### config.mk
export PLATFORM = sky130hd
export DESIGN_NAME = fetch_ctrl
export DESIGN_NICKNAME = d
export VERILOG_FILES = /design/src/rtl/fetch_pkg.sv /design/src/rtl/fetch_ctrl.sv
export SDC_FILE = /design/constraint.sdc
export NUM_CORES = 1
export LEC_CHECK = 0
export ABC_CLOCK_PERIOD_IN_PS = 1200
export CAP_MARGIN = 0
export CORE_MARGIN = 5
export CORE_UTILIZATION = 28
export CTS_CLUSTER_SIZE = 12
export DETAILED_ROUTE_END_ITERATION = 10
export GPL_TIMING_DRIVEN = 0
export SLEW_MARGIN = 5
export SYNTH_ARGS = -nofsm -noshare
export SYNTH_HDL_FRONTEND = slang
export SYNTH_SLANG_ARGS = --single-unit
### constraint.sdc
create_clock -name clk -period 1.2 [get_ports clk]
set_input_delay 0.24 -clock clk [delete_from_list [all_inputs] [get_ports clk]]
set_output_delay 0.24 -clock clk [all_outputs]
set_load 0.03 [all_outputs]
### src/rtl/fetch_pkg.sv
// Shared types and constants for the instruction-fetch sequencer.
// The optional HALTED state exists only when FETCH_HALT_EN is defined.
package fetch_pkg;

    localparam int INSTR_W = 16;
    localparam int ADDR_W  = 4;
    localparam int SEL_W   = 8;

    localparam logic [3:0] JMP_OPC  = 4'hF;
    localparam logic [3:0] HALT_OPC = 4'hE;

    typedef enum logic [2:0] {
        IDLE,
        REQ,
        WAIT,
        HOLD,
        UPDATE
`ifdef FETCH_HALT_EN
        ,
        HALTED
`endif
    } fetch_state_t;

    function automatic logic [3:0] opcode_of(
        input logic [INSTR_W-1:0] w
    );
        return w[INSTR_W-1 -: 4];
    endfunction

endpackage

### src/rtl/fetch_ctrl.sv
// Fetch sequencer: PC address -> imem request -> decode handshake -> PC strobes.
// Define FETCH_HALT_EN to stop fetching on a HALT opcode.
module fetch_ctrl
    import fetch_pkg::*;
(
    input  logic               clk,
    input  logic               rst,
    input  logic [ADDR_W-1:0]  ins_mem,
    output logic               imem_req,
    output logic [ADDR_W-1:0]  imem_addr,
    input  logic [INSTR_W-1:0] imem_rdata,
    input  logic               imem_valid,
    output logic [INSTR_W-1:0] instr,
    output logic               instr_valid,
    input  logic               instr_ready,
    output logic               incPC,
    output logic               loadPC,
    output logic [SEL_W-1:0]   selPC,
    output logic               halted
);

    fetch_state_t      state;
    logic [ADDR_W-1:0] addr_q;
    logic [3:0]        op;

    assign op = opcode_of(instr);

    // The PC only settles at the start of REQ, so the request cycle
    // forwards it directly; afterwards the issued address is held.
    assign imem_addr = imem_req ? ins_mem : addr_q;

`ifdef FETCH_HALT_EN
    logic halted_q;
    assign halted = halted_q;
`else
    assign halted = 1'b0;
`endif

    always_ff @(posedge clk) begin
        if (rst) begin
            state       <= IDLE;
            imem_req    <= 1'b0;
            addr_q      <= '0;
            instr       <= '0;
            instr_valid <= 1'b0;
            incPC       <= 1'b0;
            loadPC      <= 1'b0;
            selPC       <= '0;
`ifdef FETCH_HALT_EN
            halted_q    <= 1'b0;
`endif
        end else begin
            imem_req <= 1'b0;
            incPC    <= 1'b0;
            loadPC   <= 1'b0;
            if (imem_req) begin
                addr_q <= ins_mem;
            end
            unique case (state)
                IDLE: begin
                    state    <= REQ;
                    imem_req <= 1'b1;
                end
                REQ: begin
                    state <= WAIT;
                end
                WAIT: begin
                    if (imem_valid) begin
                        instr       <= imem_rdata;
                        instr_valid <= 1'b1;
                        state       <= HOLD;
                    end
                end
                HOLD: begin
                    if (instr_ready) begin
                        instr_valid <= 1'b0;
                        state       <= UPDATE;
                        if (op == JMP_OPC) begin
                            loadPC <= 1'b1;
                            selPC  <= instr[SEL_W-1:0];
                        end
`ifdef FETCH_HALT_EN
                        else if (op == HALT_OPC) begin
                            state    <= HALTED;
                            halted_q <= 1'b1;
                        end
`endif
                        else begin
                            incPC <= 1'b1;
                        end
                    end
                end
                UPDATE: begin
                    state    <= REQ;
                    imem_req <= 1'b1;
                end
`ifdef FETCH_HALT_EN
                HALTED: begin
                    state <= HALTED;
                end
`endif
                default: begin
                    state <= IDLE;
                end
            endcase
        end
    end

endmodule

# Word-level counts from Yosys, hierarchy flattened
# Cells that the tools add are included.
dict set report word_totals {
  regBits 35
  input_bits 24
  out_inout_bits 33
  wordCells 35
}
dict set report classes {
  n_eq_ne 7
  muxes 10
  bitwise_logic 2
  n_reduce_logical 8
}
# cell count
set ops {}
lappend ops {{$pmux 3 s4} 1}
lappend ops {{$eq 3x2->1 const B} 2}
lappend ops {{$mux 3} 2}
lappend ops {{$reduce_and 3->1} 2}
lappend ops {{$mux 1} 5}
lappend ops {{$eq 4x4->1 const B} 1}
lappend ops {{$mux 4} 1}
lappend ops {{$ne 2x2->1 const B} 2}
lappend ops {{$reduce_and 2->1} 2}
lappend ops {{$eq 3x1->1 const B} 1}
lappend ops {{$eq 3x3->1 const B} 1}
lappend ops {{$logic_not 3->1} 1}
lappend ops {{$reduce_or 3->1} 1}
lappend ops {{$not 1->1} 2}
lappend ops {{$pmux 1 s2} 1}
lappend ops {{$reduce_bool 2->1} 1}
lappend ops {{$reduce_or 2->1} 1}

# Logic depth before layout (Yosys ltp)
# Gate-level depths: netlist of run 1.
dict set report depth {
  depth_word 3
  depth_mapped 5
}

# Worst setup path before layout of run 1
# OpenSTA, ideal clock, no wires.
dict set report synth_timing {
  path_type {flip-flop to flip-flop}
  start {reg imem_req}
  end {reg addr_q[0]}
  setup_time_ns 0.126
  arrival_ns 1.172
  slack_ns -0.098
  path_stages_with_launch 3
  path_cell_list {dfxtp_1 mux2_2 nor2b_1}
}
dict set report synth_between {
  elab_chain_len 1
}
# item line
set synth_rtl {}
lappend synth_rtl {{start: declaration} fetch_ctrl.sv:9} ;# output logic imem_req,
lappend synth_rtl {{start signal: assignment} fetch_ctrl.sv:42} ;# imem_req <= 1'b0;
lappend synth_rtl {{start signal: assignment} fetch_ctrl.sv:53} ;# imem_req <= 1'b0;
lappend synth_rtl {{start signal: assignment} fetch_ctrl.sv:62} ;# imem_req <= 1'b1;
lappend synth_rtl {{$mux 4} n/a}
lappend synth_rtl {{named net imem_addr[0]} fetch_ctrl.sv:10} ;# output logic [ADDR_W-1:0] imem_addr,
lappend synth_rtl {{end signal: assignment} fetch_ctrl.sv:57} ;# addr_q <= ins_mem;
lappend synth_rtl {{end: declaration} fetch_ctrl.sv:23} ;# logic [ADDR_W-1:0] addr_q;
# The timed path passes the listed nets, and every way through them passes these cells.
# A chain may end at the register's enable or synchronous reset.

# Final worst setup path of run 1
dict set report layout_timing {
  start {reg imem_req}
  end {out imem_addr[0]}
}
dict set report layout_between {
  elab_chain_len 1
}
# item line
set layout_rtl {}
lappend layout_rtl {{$mux 4} n/a}
lappend layout_rtl {{end: declaration} fetch_ctrl.sv:10}
# No other way between the ends.

==> flow_metrics.env, run 1 <==
export IMPL_final_setup_worst_slack_ps=-187
export IMPL_final_antenna_net_count=0
export IMPL_cp_max_fo=5
export IMPL_min_from="instr_ready"
export IMPL_grt_pass1_vias=1091
export IMPL_wl_per_cell_um=13.0
export IMPL_crit_path_start_kind="register"
export IMPL_cp_depth=2
export IMPL_finalSetupViolations=5
export IMPL_grt_max_degree=13
export IMPL_path_delay_family="flip-flops"
export IMPL_crit_buf_inv=1
export IMPL_dieArea_um2=6250
export IMPL_slowest_stage="dfxtp_4"
export IMPL_syn_num_nets=168
export IMPL_clk_pin_slew_ps=80
export IMPL_ys_seq_area_share_pct=52.4
export IMPL_cap_violations=0
export IMPL_p_leak_nw=0.868
export IMPL_critical_path_class="reg2out"
export IMPL_synth_cell_types=25
export IMPL_root_buffer="clkbuf_8"
export IMPL_synthFlopType="dfxtp_1"
export IMPL_start_util_pct=28.5
export IMPL_rows=25
export IMPL_path_cells="mux2_4, buf_6"
export IMPL_port_buffers=55
export IMPL_antenna_found_initial=0
export IMPL_status="complete, but fails checks"
export IMPL_syn_avg_cell_area_um2=9.28
export IMPL_numCtsBuffers=5
export IMPL_dp_hpwl_mm=2.32
export IMPL_fin_crit_sh_pct=116
export IMPL_critPathMaxStageDelay_ps=390
export IMPL_layout_commonest_cell="nand2_1"
export IMPL_holdBufCountCts=0
export IMPL_hold_viol_final=0
export IMPL_multiInputGateArea_um2=617
export IMPL_fp_dieH_um=79.1
export IMPL_htree_num_levels=2
export IMPL_slew_viol_final=0
export IMPL_cts_tree="done"
export IMPL_synth_cells=144
export IMPL_fillers=471
export IMPL_grt_first_pass_wirelength_mm=5.42
export IMPL_syn_area_um2=1340
export IMPL_fin_skew_ps=10.4
export IMPL_placed_area_um2=1960
export IMPL_ff2ff_path_depth=4
export IMPL_utilization_pct=46.2
export IMPL_cts_sinks=35
export IMPL_cp_required_ps=960
export IMPL_fin_crit_ps=1390
export IMPL_drt_iter0_markers=41
export IMPL_grtUsageTotal_pct=11.3
export IMPL_final_cells=266
export IMPL_yosys_warnings=0
export IMPL_synthArstFlopShare_pct=0
export IMPL_hold_path_class="in2reg"
export IMPL_register_area_um2=721
export IMPL_power_density_nw_per_um2=1270
export IMPL_cts_buffer_depth=2
export IMPL_layout_drive_gt1_share_pct=32.5
export IMPL_firstDrtPassIters=4
export IMPL_core_um2=4690
export IMPL_vias_per_cell=4.42
export IMPL_chipWidth_um=79.1
export IMPL_stdcell_area_um2=2170
export IMPL_cp_data_arrival_time_ps=1150
export IMPL_synth_enable_flop_cells=0
export IMPL_gp_congestion=0.735
export IMPL_violations="negative setup slack"
export IMPL_vdd_ir_drop_max_uv=540
export IMPL_rsz0062_at_grt="true"
export IMPL_reg2reg_from="state[0]"
export IMPL_vias=1175
export IMPL_final_nets=235
export IMPL_whs_path_depth=2
export IMPL_drt_total_wl_mm=3.47
export IMPL_insertion_delay_ps=290
export IMPL_drcViolationCount=0
export IMPL_synth_seq_cells=35
export IMPL_fmax_mhz=721
export IMPL_final_cell_mix="32 x nand2_1, 27 x dfxtp_1, 22 x clkdlybuf4s50_1"
export IMPL_antenna_cells=0
export IMPL_num_io_pins=57
export IMPL_crit_path_end_kind="primary output"
export IMPL_grt_ovfl_total=0
export IMPL_critPathLaunch="imem_req"
export IMPL_pre_cts_ws_ps=-703
export IMPL_dp_cells=253
export IMPL_syn2layout_area_growth_pct=62.1
sequential cells by signal, indices dropped and copies added (netlist names):
| register | cells |
|---|---|
| addr_q | 4 |
| imem_req | 1 |
| incPC | 1 |
| instr | 16 |
| instr_valid | 1 |
| loadPC | 1 |
| selPC | 8 |
| state | 3 |
through the flow:
step                total power [mW]  TNS, ps  hold WS (ps)
detailed placement              1.67   -21230           446
global route                    2.87    -1100           283
global placement                1.67   -20730           443
floorplan                       1.48        0           350
finish                          2.74     -855           259
CTS                             2.75     -921           456
report_power, final:
part | switching (mW) | internal (mW)
clock network | 0.440 | 0.618
registers | 0.0420 | 1.21
logic | 0.203 | 0.233
total | 0.685 | 2.06
per-layer routing:
metal  routed length (um)  vias up  GRT usage (%)
li1                     -      608              -
met1                 1620      521           14.3
met2                 1530       40           16.8
met3                  242        6           4.42
met4                   72        0           5.67
met5                    0        -              0
worst paths after layout:
kind	to	slack, ps
worst max-delay path	imem_addr[0]	-190
worst min-delay path	state[1]	260
worst max register to register	instr[3]	40
worst min register to register	instr[10]	460
logic make-up after synthesis:
logic type      after synthesis  share of synthesized area, %
other cells                   1                         0.281
simple gates                 66                          25.7
buf+inv                       9                          4.03
mux                          12                          9.36
flops                        35                          52.4
compound gates               21                          8.15
cell usage after synthesis (2+ instances only):
master     n  area (um^2)
mux2_2     4         45.0
buf_4      3         22.5
nand2b_1  17          106
clkbuf_1   2         7.51
dfxtp_1   35          701
mux2i_1    8         80.1
nor2b_1    4         25.0
nor2_1     4         15.0
nor3_1     2         10.0
buf_1      2         7.51
a21oi_1   18         90.1
nand2_1   32          120
layout make-up:
type                    count  area share, %
clock buffers               5           3.18
well taps                  54           3.12
multi-input cells         100           28.5
clock inverters             3           2.02
plain buffers               8           3.12
flip-flops and latches     35           33.3
repair buffers             61           26.8
worst register-to-register path, stage by stage, from the launching register on:
cell,delay [ps]
dfxtp_4,370
and4bb_4,400
clkbuf_16,160
nand2_1,50
a21oi_1,130
timing repair:
item,4_1_cts,5_1_grt
resized for setup,138,36
endpoints found under the setup margin,62,44
pin swaps,1,3
gates cloned,0,2
setup buffers,1,3
Note: power is estimated with default switching activity, not from simulation.
==> run 2, diff against run 1 <==
ABC_AREA = 1   (was default)
CAP_MARGIN = default   (was 0)
==> run 2 against run 1 <==
The flow still finishes with violations (negative setup slack). Largest power group unchanged. Via count increased by 9.4%. Worst setup slack improved by 170 ps. Final area increased by 0.23%. First-iteration DRC count increased by 22%. Non-clock buffer count decreased by 3. Clock skew decreased by 5.2 ps. Highest routed layer unchanged. Synthesized area increased by 6.9%. Clock-buffer cell count unchanged. Critical path type unchanged. Hold slack improved by 23 ps. Critical endpoint is now imem_addr[1].
==> flow_metrics.env, run 2 <==
export IMPL_final_cells=319
export IMPL_syn_area_um2=1430
export IMPL_insertion_delay_ps=280
export IMPL_grtUsageTotal_pct=11.2
export IMPL_cts_buffer_depth=2
export IMPL_drt_total_wl_mm=3.41
export IMPL_yosys_warnings=0
export IMPL_yosysTopAreaCell="dfxtp_1"
export IMPL_fin_crit_sh_pct=102
export IMPL_fin_skew_ps=5.20
export IMPL_synth_area_leaders="dfxtp_1 49%, nand2_1 13%, a21oi_2 6.1%"
export IMPL_synthTopCellsByCount="51 x nand2_1, 35 x dfxtp_1, 20 x nor2_1, 14 x inv_1"
export IMPL_synth_most_common_cell="nand2_1"
export IMPL_cap_violations=0
export IMPL_drcViolationCount=0
export IMPL_power_density_nw_per_um2=1220
export IMPL_final_cell_mix="43 x nand2_1, 28 x dfxtp_1, 22 x clkdlybuf4s50_1"
export IMPL_netlist_area_leader_share_pct=49.0
export IMPL_firstDrtPassIters=4
export IMPL_core_um2=5040
export IMPL_synthArstFlopShare_pct=0
export IMPL_crit_path_start_kind="register"
export IMPL_final_nets=272
export IMPL_vias=1286
export IMPL_clk_pin_slew_ps=70
export IMPL_rsz0062_at_grt="true"
export IMPL_rows=26
export IMPL_cts_sinks=35
export IMPL_synth_xor_area_share_pct=0
export IMPL_fmax_mhz=821
export IMPL_synth_cell_types=22
export IMPL_largest_reg_flops=16
export IMPL_chipWidth_um=81.4
export IMPL_wl_per_cell_um=10.7
export IMPL_layout_drive_gt1_share_pct=39.0
export IMPL_dieArea_um2=6630
export IMPL_syn2layout_area_growth_pct=51.9
export IMPL_layout_commonest_cell="nand2_1"
export IMPL_p_leak_nw=0.893
export IMPL_port_buffers=54
export IMPL_status="complete, but fails checks"
export IMPL_hold_path_class="in2reg"
export IMPL_antenna_found_initial=0
export IMPL_final_setup_worst_slack_ps=-18.3
export IMPL_whs_path_depth=2
export IMPL_grt_ovfl_total=0
export IMPL_grt_first_pass_wirelength_mm=5.67
export IMPL_ff2ff_path_depth=6
export IMPL_cp_required_ps=960
export IMPL_cp_max_fo=6
export IMPL_violations="negative setup slack"
export IMPL_gp_congestion=0.723
export IMPL_critical_path_class="reg2out"
export IMPL_pre_cts_ws_ps=-557
export IMPL_hold_viol_final=0
export IMPL_cp_data_arrival_time_ps=980
export IMPL_top_regs="instr (16), selPC (8), addr_q (4)"
export IMPL_dp_cells=305
export IMPL_utilization_pct=43.1
export IMPL_synth_top_family_by_area="simple AND/OR/NAND/NOR gates"
export IMPL_synthFlopType="dfxtp_1"
export IMPL_start_util_pct=28.3
export IMPL_grt_max_degree=12
export IMPL_top_register="instr"
export IMPL_finalSetupViolations=4
export IMPL_slew_viol_final=0
export IMPL_dp_hpwl_mm=2.61
export IMPL_drt_iter0_markers=50
export IMPL_vias_per_cell=4.03
export IMPL_vdd_ir_drop_max_uv=456
export IMPL_crit_path_end_kind="primary output"
export IMPL_synth_compound_area_share_pct=10.4
export IMPL_synthMuxAreaShare_pct=0
export IMPL_synth_enable_flop_cells=0
export IMPL_holdBufCountCts=0
export IMPL_grt_pass1_vias=1271
export IMPL_fin_crit_ps=1220
export IMPL_num_io_pins=57
export IMPL_htree_num_levels=2
export IMPL_root_buffer="clkbuf_8"
export IMPL_synth_cells=181
export IMPL_fp_dieH_um=81.4
export IMPL_syn_num_nets=205
export IMPL_synth_seq_cells=35
export IMPL_synth_simple_area_share_pct=32.8
export IMPL_whs_ps=282
export IMPL_synth_fa_ha_area_share_pct=0
export IMPL_antenna_cells=0
export IMPL_ys_seq_area_share_pct=49.0
export IMPL_finalSetupTns_ps=-56.3
export IMPL_final_antenna_net_count=0
export IMPL_syn_avg_cell_area_um2=7.89
export IMPL_numCtsBuffers=5
export IMPL_cts_tree="done"
-- run 2: cell types whose count changed after synthesis, moves of 4 or more --
cell	change
nand2_2	+11
mux2_2	-4
a21oi_2	+10
mux2i_1	-8
nand3_1	+10
nor2b_1	-4
inv_1	+14
nand2_1	+19
nor2_1	+16
nand2b_1	-17
a21oi_1	-7
-- run 2: logic make-up after synthesis --
| family | count (synthesis) |
|---|---|
| AO/OA/AOI/OAI | 22 |
| buffers and inverters | 23 |
| flip-flops | 35 |
| other | 1 |
| AND/OR/NAND/NOR | 100 |
-- run 2: critical path: stages (launching register included) --
cell	delay [ps]
dfxtp_4	380
inv_6	80
nand2_2	60
nand2_2	60
buf_6	120
-- run 2: per-layer routing --
layer | vias to the layer above | routed length (um) | track usage [%]
met4 | 0 | 117 | 7.09
met1 | 549 | 1540 | 13.6
met3 | 9 | 183 | 2.41
met5 | - | 0 | 0
li1 | 692 | - | -
met2 | 36 | 1570 | 17.8
-- run 2: layout make-up --
| class | instances | area, um^2 |
|---|---|---|
| sequential | 35 | 712 |
| inverter | 17 | 73.8 |
| fill | 533 | 2870 |
| tap | 70 | 87.6 |
| timing repair buffer | 60 | 518 |
| buffer | 6 | 43.8 |
| clock inverter | 3 | 15.0 |
| clock buffer | 5 | 68.8 |
| multi-input combinational | 123 | 652 |
-- run 2: timing repair --
action	CTS	global route
pin swaps	2	2
buffers inserted	1	5
gates resized for setup	136	26
endpoints found under the setup margin	35	36
-- run 2: where the power goes --
part	internal, mW	switching, mW
logic	0.235	0.315
registers	1.23	0.0542
clock network	0.397	0.418
total	1.86	0.787
-- run 2: path summary, 6_finish.rpt --
path	start	endpoint	slack, ps
worst max-delay path	imem_req	imem_addr[1]	-20
worst min-delay path	rst	instr[12]	280
worst max register to register	state[0]	instr[3]	90
worst min register to register	instr[9]	instr[9]	480
-- run 2: through the flow --
step	total power [mW]	area, um^2
floorplan	1.60	1430
global route	2.81	2170
finish	2.64	2170
CTS	2.66	2170
global placement	1.84	2060
detailed placement	1.84	2060
==> run 3, diff against run 2 <==
CTS_CLUSTER_SIZE = default   (was 12)
==> results of run 3 <==
The final DEF is identical to that of run 2; final timing and power are the same.
